===== src/rtl/clkdiv_pkg.sv =====
// Shared types and helpers for the clock divider scheduler.
// Holds the FSM state encoding, quiesce length and N legality check.
package clkdiv_pkg;

  typedef enum logic [2:0] {
    BOOT,
    IDLE,
    WAIT_LOW,
    QUIESCE,
    LOAD,
    SETTLE,
    DONE
  } state_t;

  localparam int QUIESCE_CYCLES = 2;
  localparam int MAX_W = 64;

  // An even divider can only take nonzero even factors.
  function automatic logic is_legal_n(
    input logic [MAX_W-1:0] n
  );
    return (n != '0) && !n[0];
  endfunction

endpackage


===== src/rtl/clkdiv_sched_rr_arbiter.sv =====
// Combinational round-robin arbiter; search starts at ptr.
// Ports: req, ptr in; gnt (one-hot), idx, valid out.
module rr_arbiter #(
  parameter int NREQ = 2,
  localparam int PW = (NREQ > 1) ? $clog2(NREQ) : 1
) (
  input  logic [NREQ-1:0] req,
  input  logic [PW-1:0]   ptr,
  output logic [NREQ-1:0] gnt,
  output logic [PW-1:0]   idx,
  output logic            valid
);

  logic [PW:0]   s;
  logic [PW-1:0] j;

  // Walk offsets from far to near so the nearest
  // requester after ptr is the one left standing.
  always_comb begin
    gnt   = '0;
    idx   = '0;
    valid = 1'b0;
    s     = '0;
    j     = '0;
    for (int k = NREQ - 1; k >= 0; k--) begin
      s = {1'b0, ptr} + (PW+1)'(k);
      if (s >= (PW+1)'(NREQ))
        s = s - (PW+1)'(NREQ);
      j = s[PW-1:0];
      if (req[j]) begin
        gnt    = '0;
        gnt[j] = 1'b1;
        idx    = j;
        valid  = 1'b1;
      end
    end
  end

endmodule


===== src/rtl/clkdiv_sched.sv =====
// Shares one even divider among NREQ requesters with glitch-free
// reconfiguration: wait div_out low, disable, load N, enable, settle, ack.
// Ports: clk, reset_n (sync, active-low); req/req_n from requesters;
//        ack/err one-hot pulses; div_out in; div_n/div_en to divider;
//        cur_n active factor; busy while reconfiguring.
module clkdiv_sched #(
  parameter int WIDTH     = 32,
  parameter int NREQ      = 2,
  parameter int DEFAULT_N = 2,
  parameter int SETTLE    = 4,
  parameter int TIMEOUT   = 1024
) (
  input  logic                  clk,
  input  logic                  reset_n,
  input  logic [NREQ-1:0]       req,
  input  logic [NREQ*WIDTH-1:0] req_n,
  output logic [NREQ-1:0]       ack,
  output logic [NREQ-1:0]       err,
  input  logic                  div_out,
  output logic [WIDTH-1:0]      div_n,
  output logic                  div_en,
  output logic [WIDTH-1:0]      cur_n,
  output logic                  busy
);

  import clkdiv_pkg::*;

  localparam int PW = (NREQ > 1) ? $clog2(NREQ) : 1;
  localparam int TW = $clog2(TIMEOUT + 1);
  localparam int CW = $clog2(SETTLE + QUIESCE_CYCLES + 1);
  localparam logic [WIDTH-1:0] DN = WIDTH'(DEFAULT_N);

  state_t           state;
  logic [PW-1:0]    ptr;
  logic [PW-1:0]    gidx;
  logic [PW-1:0]    ptr_nx;
  logic [PW:0]      inc;
  logic [NREQ-1:0]  gnt;
  logic [NREQ-1:0]  gsel;
  logic             gvalid;
  logic [WIDTH-1:0] nreq;
  logic [WIDTH-1:0] gn;
  logic [WIDTH-1:0] rn [NREQ];
  logic [TW-1:0]    wcnt;
  logic [CW-1:0]    cnt;

  for (genvar i = 0; i < NREQ; i++) begin : g_rn
    assign rn[i] = req_n[i*WIDTH +: WIDTH];
  end

  rr_arbiter #(
    .NREQ (NREQ)
  ) u_arb (
    .req   (req),
    .ptr   (ptr),
    .gnt   (gnt),
    .idx   (gidx),
    .valid (gvalid)
  );

  assign gn     = rn[gidx];
  assign inc    = {1'b0, gidx} + (PW+1)'(1);
  assign ptr_nx = (inc == (PW+1)'(NREQ)) ? '0
                                         : inc[PW-1:0];

  always_ff @(posedge clk) begin
    if (!reset_n) begin
      state  <= BOOT;
      div_en <= 1'b0;
      div_n  <= DN;
      cur_n  <= DN;
      nreq   <= DN;
      ack    <= '0;
      err    <= '0;
      busy   <= 1'b0;
      ptr    <= '0;
      gsel   <= '0;
      wcnt   <= '0;
      cnt    <= '0;
    end else begin
      ack <= '0;
      err <= '0;
      unique case (state)
        BOOT: begin
          div_en <= 1'b1;
          state  <= IDLE;
        end
        IDLE: begin
          // Hold off one cycle after an immediate ack so
          // the requester can drop req before re-arbitration.
          if (gvalid && ack == '0) begin
            ptr  <= ptr_nx;
            nreq <= gn;
            gsel <= gnt;
            if (!is_legal_n(MAX_W'(gn))) begin
              ack <= gnt;
              err <= gnt;
            end else if (gn == cur_n) begin
              ack <= gnt;
            end else begin
              busy  <= 1'b1;
              wcnt  <= '0;
              state <= WAIT_LOW;
            end
          end
        end
        WAIT_LOW: begin
          if (!div_out || wcnt == TW'(TIMEOUT - 1)) begin
            div_en <= 1'b0;
            cnt    <= '0;
            state  <= QUIESCE;
          end else begin
            wcnt <= wcnt + TW'(1);
          end
        end
        QUIESCE: begin
          if (cnt == CW'(QUIESCE_CYCLES - 1)) begin
            cnt   <= '0;
            state <= LOAD;
          end else begin
            cnt <= cnt + CW'(1);
          end
        end
        LOAD: begin
          div_n  <= nreq;
          cur_n  <= nreq;
          div_en <= 1'b1;
          cnt    <= '0;
          state  <= clkdiv_pkg::SETTLE;
        end
        clkdiv_pkg::SETTLE: begin
          if (cnt == CW'(SETTLE - 1)) begin
            ack   <= gsel;
            cnt   <= '0;
            state <= DONE;
          end else begin
            cnt <= cnt + CW'(1);
          end
        end
        DONE: begin
          busy  <= 1'b0;
          state <= IDLE;
        end
        default: state <= BOOT;
      endcase
    end
  end

endmodule


===== config.mk =====
export PLATFORM = sky130hd
export DESIGN_NAME = clkdiv_sched
export DESIGN_NICKNAME = d
export VERILOG_FILES = /design/src/rtl/clkdiv_pkg.sv /design/src/rtl/clkdiv_sched_rr_arbiter.sv /design/src/rtl/clkdiv_sched.sv
export SDC_FILE = /design/constraint.sdc
export NUM_CORES = 1
export LEC_CHECK = 0
export ABC_AREA = 1
export ABC_CLOCK_PERIOD_IN_PS = 5250
export CAP_MARGIN = 0
export CORE_UTILIZATION = 43
export CTS_CLUSTER_DIAMETER = 30
export DETAILED_ROUTE_END_ITERATION = 8
export PLACE_DENSITY_LB_ADDON = 0.2
export SLEW_MARGIN = 15
export SYNTH_ARGS = -nofsm -noshare
export SYNTH_HDL_FRONTEND = slang
export SYNTH_SLANG_ARGS = --single-unit

===== constraint.sdc =====
create_clock -name clk -period 5.25 [get_ports clk]
set_input_delay 1.3125 -clock clk [delete_from_list [all_inputs] [get_ports clk]]
set_output_delay 1.3125 -clock clk [all_outputs]
set_load 0.01 [all_outputs]

Word-level counts from Yosys, hierarchy flattened
Cells that the tools add are included.

Equal/unequal tests: 18. Reductions and logical operators: 23. $lt $le $gt $ge: 7. Bitwise logic cells: 4. Add/sub/neg operators: 6. Multiplexer cells: 47.

Operator list (count): two-way mux 32 bit (3); two-way mux 11 bit (4); equality test 32 bit (1); nonzero test 32 bit (1); two-way mux 3 bit (9); case mux 11 bit (2 select lines) (1); case mux 3 bit (6 select lines) (1); two-way mux 1 bit (17); inequality test 2 bit (second input constant) (7); two-way mux 2 bit (6); case mux 3 bit (4 select lines) (1); adder 11 x 1 -> 11 bit (second input constant) (1); equality test 11 x 10 -> 1 bit (second input constant) (1); equality test 3 x 2 -> 1 bit (second input constant) (3); equality test 3 bit (second input constant) (3); equality test 3 x 1 -> 1 bit (second input constant) (2); AND reduction 2 bit (3); AND reduction 6 bit (1); nonzero test 2 bit (3); AND reduction 5 bit (1); adder 1 x 1 -> 2 bit (second input constant) (2); >= comparator 2 bit (second input constant) (2); logical AND 1 bit (4); < comparator 1 x 2 -> 1 bit (second input constant) (2); other kinds (18) (26).

Input bits: 69. Logic and storage cells: 116. Flip-flop bits (word level): 90. Output and inout port bits: 70.

Logic depth before layout (Yosys ltp)
Depth in word-level cells: 16. Depth in mapped cells: 19. Depth with buffers taken out: 17.

Cells and area by module
Synthesis repeated with hierarchy kept, for this count alone.

Cells, all modules: 840. Area, all modules: 5412.7 µm².

By module, submodules not included: clkdiv_sched (times used 1, sequential area each 1801.7 µm², area each 5378.9 µm², cells each 833); rr_arbiter (times used 1, sequential area each 0.0 µm², area each 33.8 µm², cells each 7).

Worst setup path before layout
No wires, ideal clock.

Path kind: in2reg. From: input port req[0]. To: register wcnt[10]. Stages on the path: 16. Data arrival time: 2.728 ns. Required time: 5.122 ns. Buffers on the path: 2. Setup slack: 2.394 ns. Setup time: 0.128 ns. Cells stage by stage: nand2_2 > buf_2 > nand3b_1 > nand2_1 > nand2_1 > nand2_1 > nand2_1 > nor2_1 > nand2_1 > nor2_1 > nand3_2 > nand3_2 > buf_4 > nand2_1 > nand2_1 > nor2_1.

Longest elaborated chain between the ends: 12. Elaborated cells between the ends (all ways): 21. Classes of those cells: 4 x eq/ne; 11 x mux; 1 x bitwise; 5 x reduce/logical.

Ends and longest elaborated chain: start, declared (line clkdiv_sched.sv:15) `input logic [NREQ-1:0] req,`; two-way mux 1 bit (implied by the code) (2 in series) (line clkdiv_sched_rr_arbiter.sv:30) `if (req[j]) begin`; two-way mux 1 bit (2 in series) (line clkdiv_sched_rr_arbiter.sv:30); NOT 1 -> 2 bit (implied by the code) (line clkdiv_sched.sv:61) `assign gn = rn[gidx];`; two-way mux 32 bit (implied by the code) (3 in series) (line clkdiv_sched.sv:61); nonzero test 32 bit or logical NOT 1 bit (tied branches) (line clkdiv_pkg.sv:22) `return (n != '0) && !n[0];`; logical AND 1 bit (line clkdiv_pkg.sv:22); inequality test 2 bit (no line); AND reduction 5 bit (no line) *; end signal, assigned (line clkdiv_sched.sv:113) `wcnt <= wcnt + TW'(1);`; end, declared (line clkdiv_sched.sv:44) `logic [TW-1:0] wcnt;`.

Mark *: on every way between the ends. The rest lies on a longest branch, timed or not. The select of a mux whose other input is x is not followed. A chain may end at the register's enable or synchronous reset.

Worst setup path after layout
Same ends and word-level chain as after synthesis.

==> results_dict.tcl <==
set metrics [dict create \
    status "complete, but fails checks" \
    violations "DRC" \
    power_mw 2.354 \
    yosys_warnings 0 \
    setup_viol 0 \
    slew_violations 0 \
    synthTopCellsByCount "nand2_1, inv_1, dfxtp_1, a21oi_1, o21ai_0" \
    n_antenna_cell 0 \
    synth_top_area_cell "dfxtp_1" \
    start_util 0.4483 \
    place_congestion 0.7978 \
    pin_count 139 \
    pwr_density_cell_nw_per_um2 354.7 \
    hold_depth 2 \
    cp_slowest_cell "clkdlybuf4s50_1" \
    crit_required_ns 5.46 \
    grt_pass1_wl_um 21710 \
    fmax_mhz 251.3 \
    synth_top_area_frac 0.3475 \
    tightest_slew_ns 1.044 \
    ir_worst_vdd_v 0.0001614 \
    grt_antenna_before_repair 0 \
    wl_per_cell_um 12.92 \
    drtAntennaViolNets 0 \
    synth_compound_area_frac 0.1508 \
    cts_sinks 90 \
    fp.dieW_um 111.8 \
    synth_top_family_by_area "simple AND/OR/NAND/NOR gates" \
    p_leak_nw 2.854 \
    async_flop_share 0 \
    r2r_cells 16 \
    hold_viol 0 \
    hold_slack_ns 0.4466 \
    drive_gt1_frac 0.03786 \
    synth_area_um2 5185 \
    final_area_um2 6636 \
    io_buffers 138 \
    dpl_cell_area_um2 6352 \
    max-cap-violations 0 \
    nNetsFinal 967 \
    max-slew-margin-rel 0.3040 \
    fin_ws_ns 1.270 \
    ys_seq_area_frac 0.3475 \
    grt_use_total 0.2173 \
    crit_buf_inv 1 \
    fin_crit_ns 3.980 \
    post_cts_resize_count 0 \
    routed_wl_um 13450 \
    postSynthAreaPerCell_um2 6.425 \
    nFillCells 1116 \
    fin_tns_setup_ns 0 \
    syn_to_final_growth_pct 27.99 \
    grt_max_degree 70 \
    grt_pass1_vias 4431 \
    endpoint_kind "flip-flop" \
    skew_ns 0.005234 \
    htreeDepth 3 \
    dp_hpwl_um 9535 \
    hold_buffers 0 \
    cts_tree "yes" \
    clock_latency_ns 0.34 \
    fin_crit_sh 0.7580 \
    dieArea_um2 12500 \
    synth_nets 881 \
    crit_arrival_ns 4.19 \
    die_h_um 111.8 \
    row_count 39 \
    synth_edf_count 0 \
    crit_top_cell "nand2_1" \
    register_area_um2 1802 \
    multi_input_area_um2 2575 \
    criticalPathCategory "in2reg" \
    clk_pin_slew_ns 0.06 \
    rsz0062_at_grt "false" \
    synth_area_leaders "dfxtp_1, nand2_1, a21oi_1" \
    cp_top_family "simple AND/OR/NAND/NOR gates" \
    ys.flop_type "dfxtp_1" \
    pre_cts_slack_ns 0.9477 \
    synthAdderAreaFrac 0.01207 \
    crit_chain "clkdlybuf4s50_1 > nand2_2 > nand2_4 > nand2_1 > nand2_1 > nand2_1 > nor2_1 > nand2_1 > nor2_1 > nand2_1 > nand2_1 > nand2_1 > nand3_2 > nand2_1 > nand2_1 > nor2_1" \
    startpoint_type "input pin" \
    cts_buffers 9 \
    instances_no_fill 1041 \
    synth_cell_types 32 \
    synth_most_common_cell "nand2_1" \
    max-clock-path-buffers 2 \
    post-cts-setup-buffer-count 0 \
    core_area_um2 11560 \
    synthSimpleGateAreaFrac 0.3253 \
    clockRootBuffer "clkbuf_16" \
    drt_first_iter_violations 440 \
    synthXorXnorAreaFrac 0.008446 \
    first_pass_iters 7 \
    grt-ovfl-total 0 \
    crit_fanout 44 \
    vias_per_cell 4.965 \
    drc_errors 9 \
    ys_seq_elements 90 \
    fin_util 0.5738 \
    syn_inst 807 \
    max_stage_delay_ns 0.50 \
    route.vias.total 5169 \
    critical_path_depth 16 \
    place_inst 1025 \
    hold_class "reg2reg" \
    muxShareOfSynthArea 0 \
]
-- per-layer routing --
| layer | vias up | track usage | part of all wire |
|---|---|---|---|
| met5 | - | 0 | 0 |
| met4 | 0 | 0.06216 | 0.011 |
| met3 | 11 | 0.03702 | 0.060 |
| met2 | 152 | 0.3234 | 0.42 |
| met1 | 2269 | 0.3195 | 0.51 |
| li1 | 2737 | - | - |
-- path summary, 6_finish.rpt --
path | endpoint | from | slack, ns
worst max-delay path | wcnt[10] | req[0] | 1.27
worst min register to register | busy | busy | 0.45
worst max register to register | wcnt[10] | ptr | 2.41
worst min-delay path | busy | busy | 0.45
-- registers in the layout, indices dropped and copies added, names as in the netlist, 2 cells and up --
register and cells:
nreq 32, state 3, wcnt 11, err 2, gsel 2, cur_n 32, cnt 3, ack 2
-- layout make-up --
cell class / count / area share
sequential: 90 / 0.2715
inverter: 102 / 0.05769
multi-input combinational: 547 / 0.3880
tap: 143 / 0.02696
clock buffer: 14 / 0.04129
clock inverter: 2 / 0.001508
timing repair buffer: 143 / 0.2130
-- worst min-delay path, stage by stage (launching register included) --
cell and delay, ns:
dfxtp_1 0.31, inv_1 0.05, a21oi_1 0.05
-- logic make-up after synthesis --
group                    Yosys count
AND/OR/NAND/NOR                  385
AO/OA/AOI/OAI                    152
buffers and inverters            170
XOR/XNOR                           5
flip-flops                        90
adder cells (fa/ha/maj)            5
-- cell usage in the layout, fill, tap and decap left out, types with 3 or more instances in the layout --
master           synthesis  final
nor3_1                   6      6
inv_1                   91     91
nand4_1                 14     14
nand3b_1                28     28
xor2_1                   5      5
a21oi_1                 79     79
nand3_1                 53     53
nor2_1                  56     56
clkbuf_16                0      9
clkinv_1                 4      4
buf_4                   40      5
ha_1                     5      5
dfxtp_1                 90     90
clkdlybuf4s50_1          0    137
clkbuf_8                 0      3
inv_2                    7      7
nand2_1                222    222
o21ai_0                 63     63
-- where the power goes --
part | internal [mW] | total, mW | switching (mW)
clock network | 0.359 | 0.617 | 0.259
logic | 0.339 | 0.824 | 0.485
registers | 0.820 | 0.913 | 0.0926
total | 1.52 | 2.35 | 0.836
Note: power is estimated with default switching activity, not from simulation.
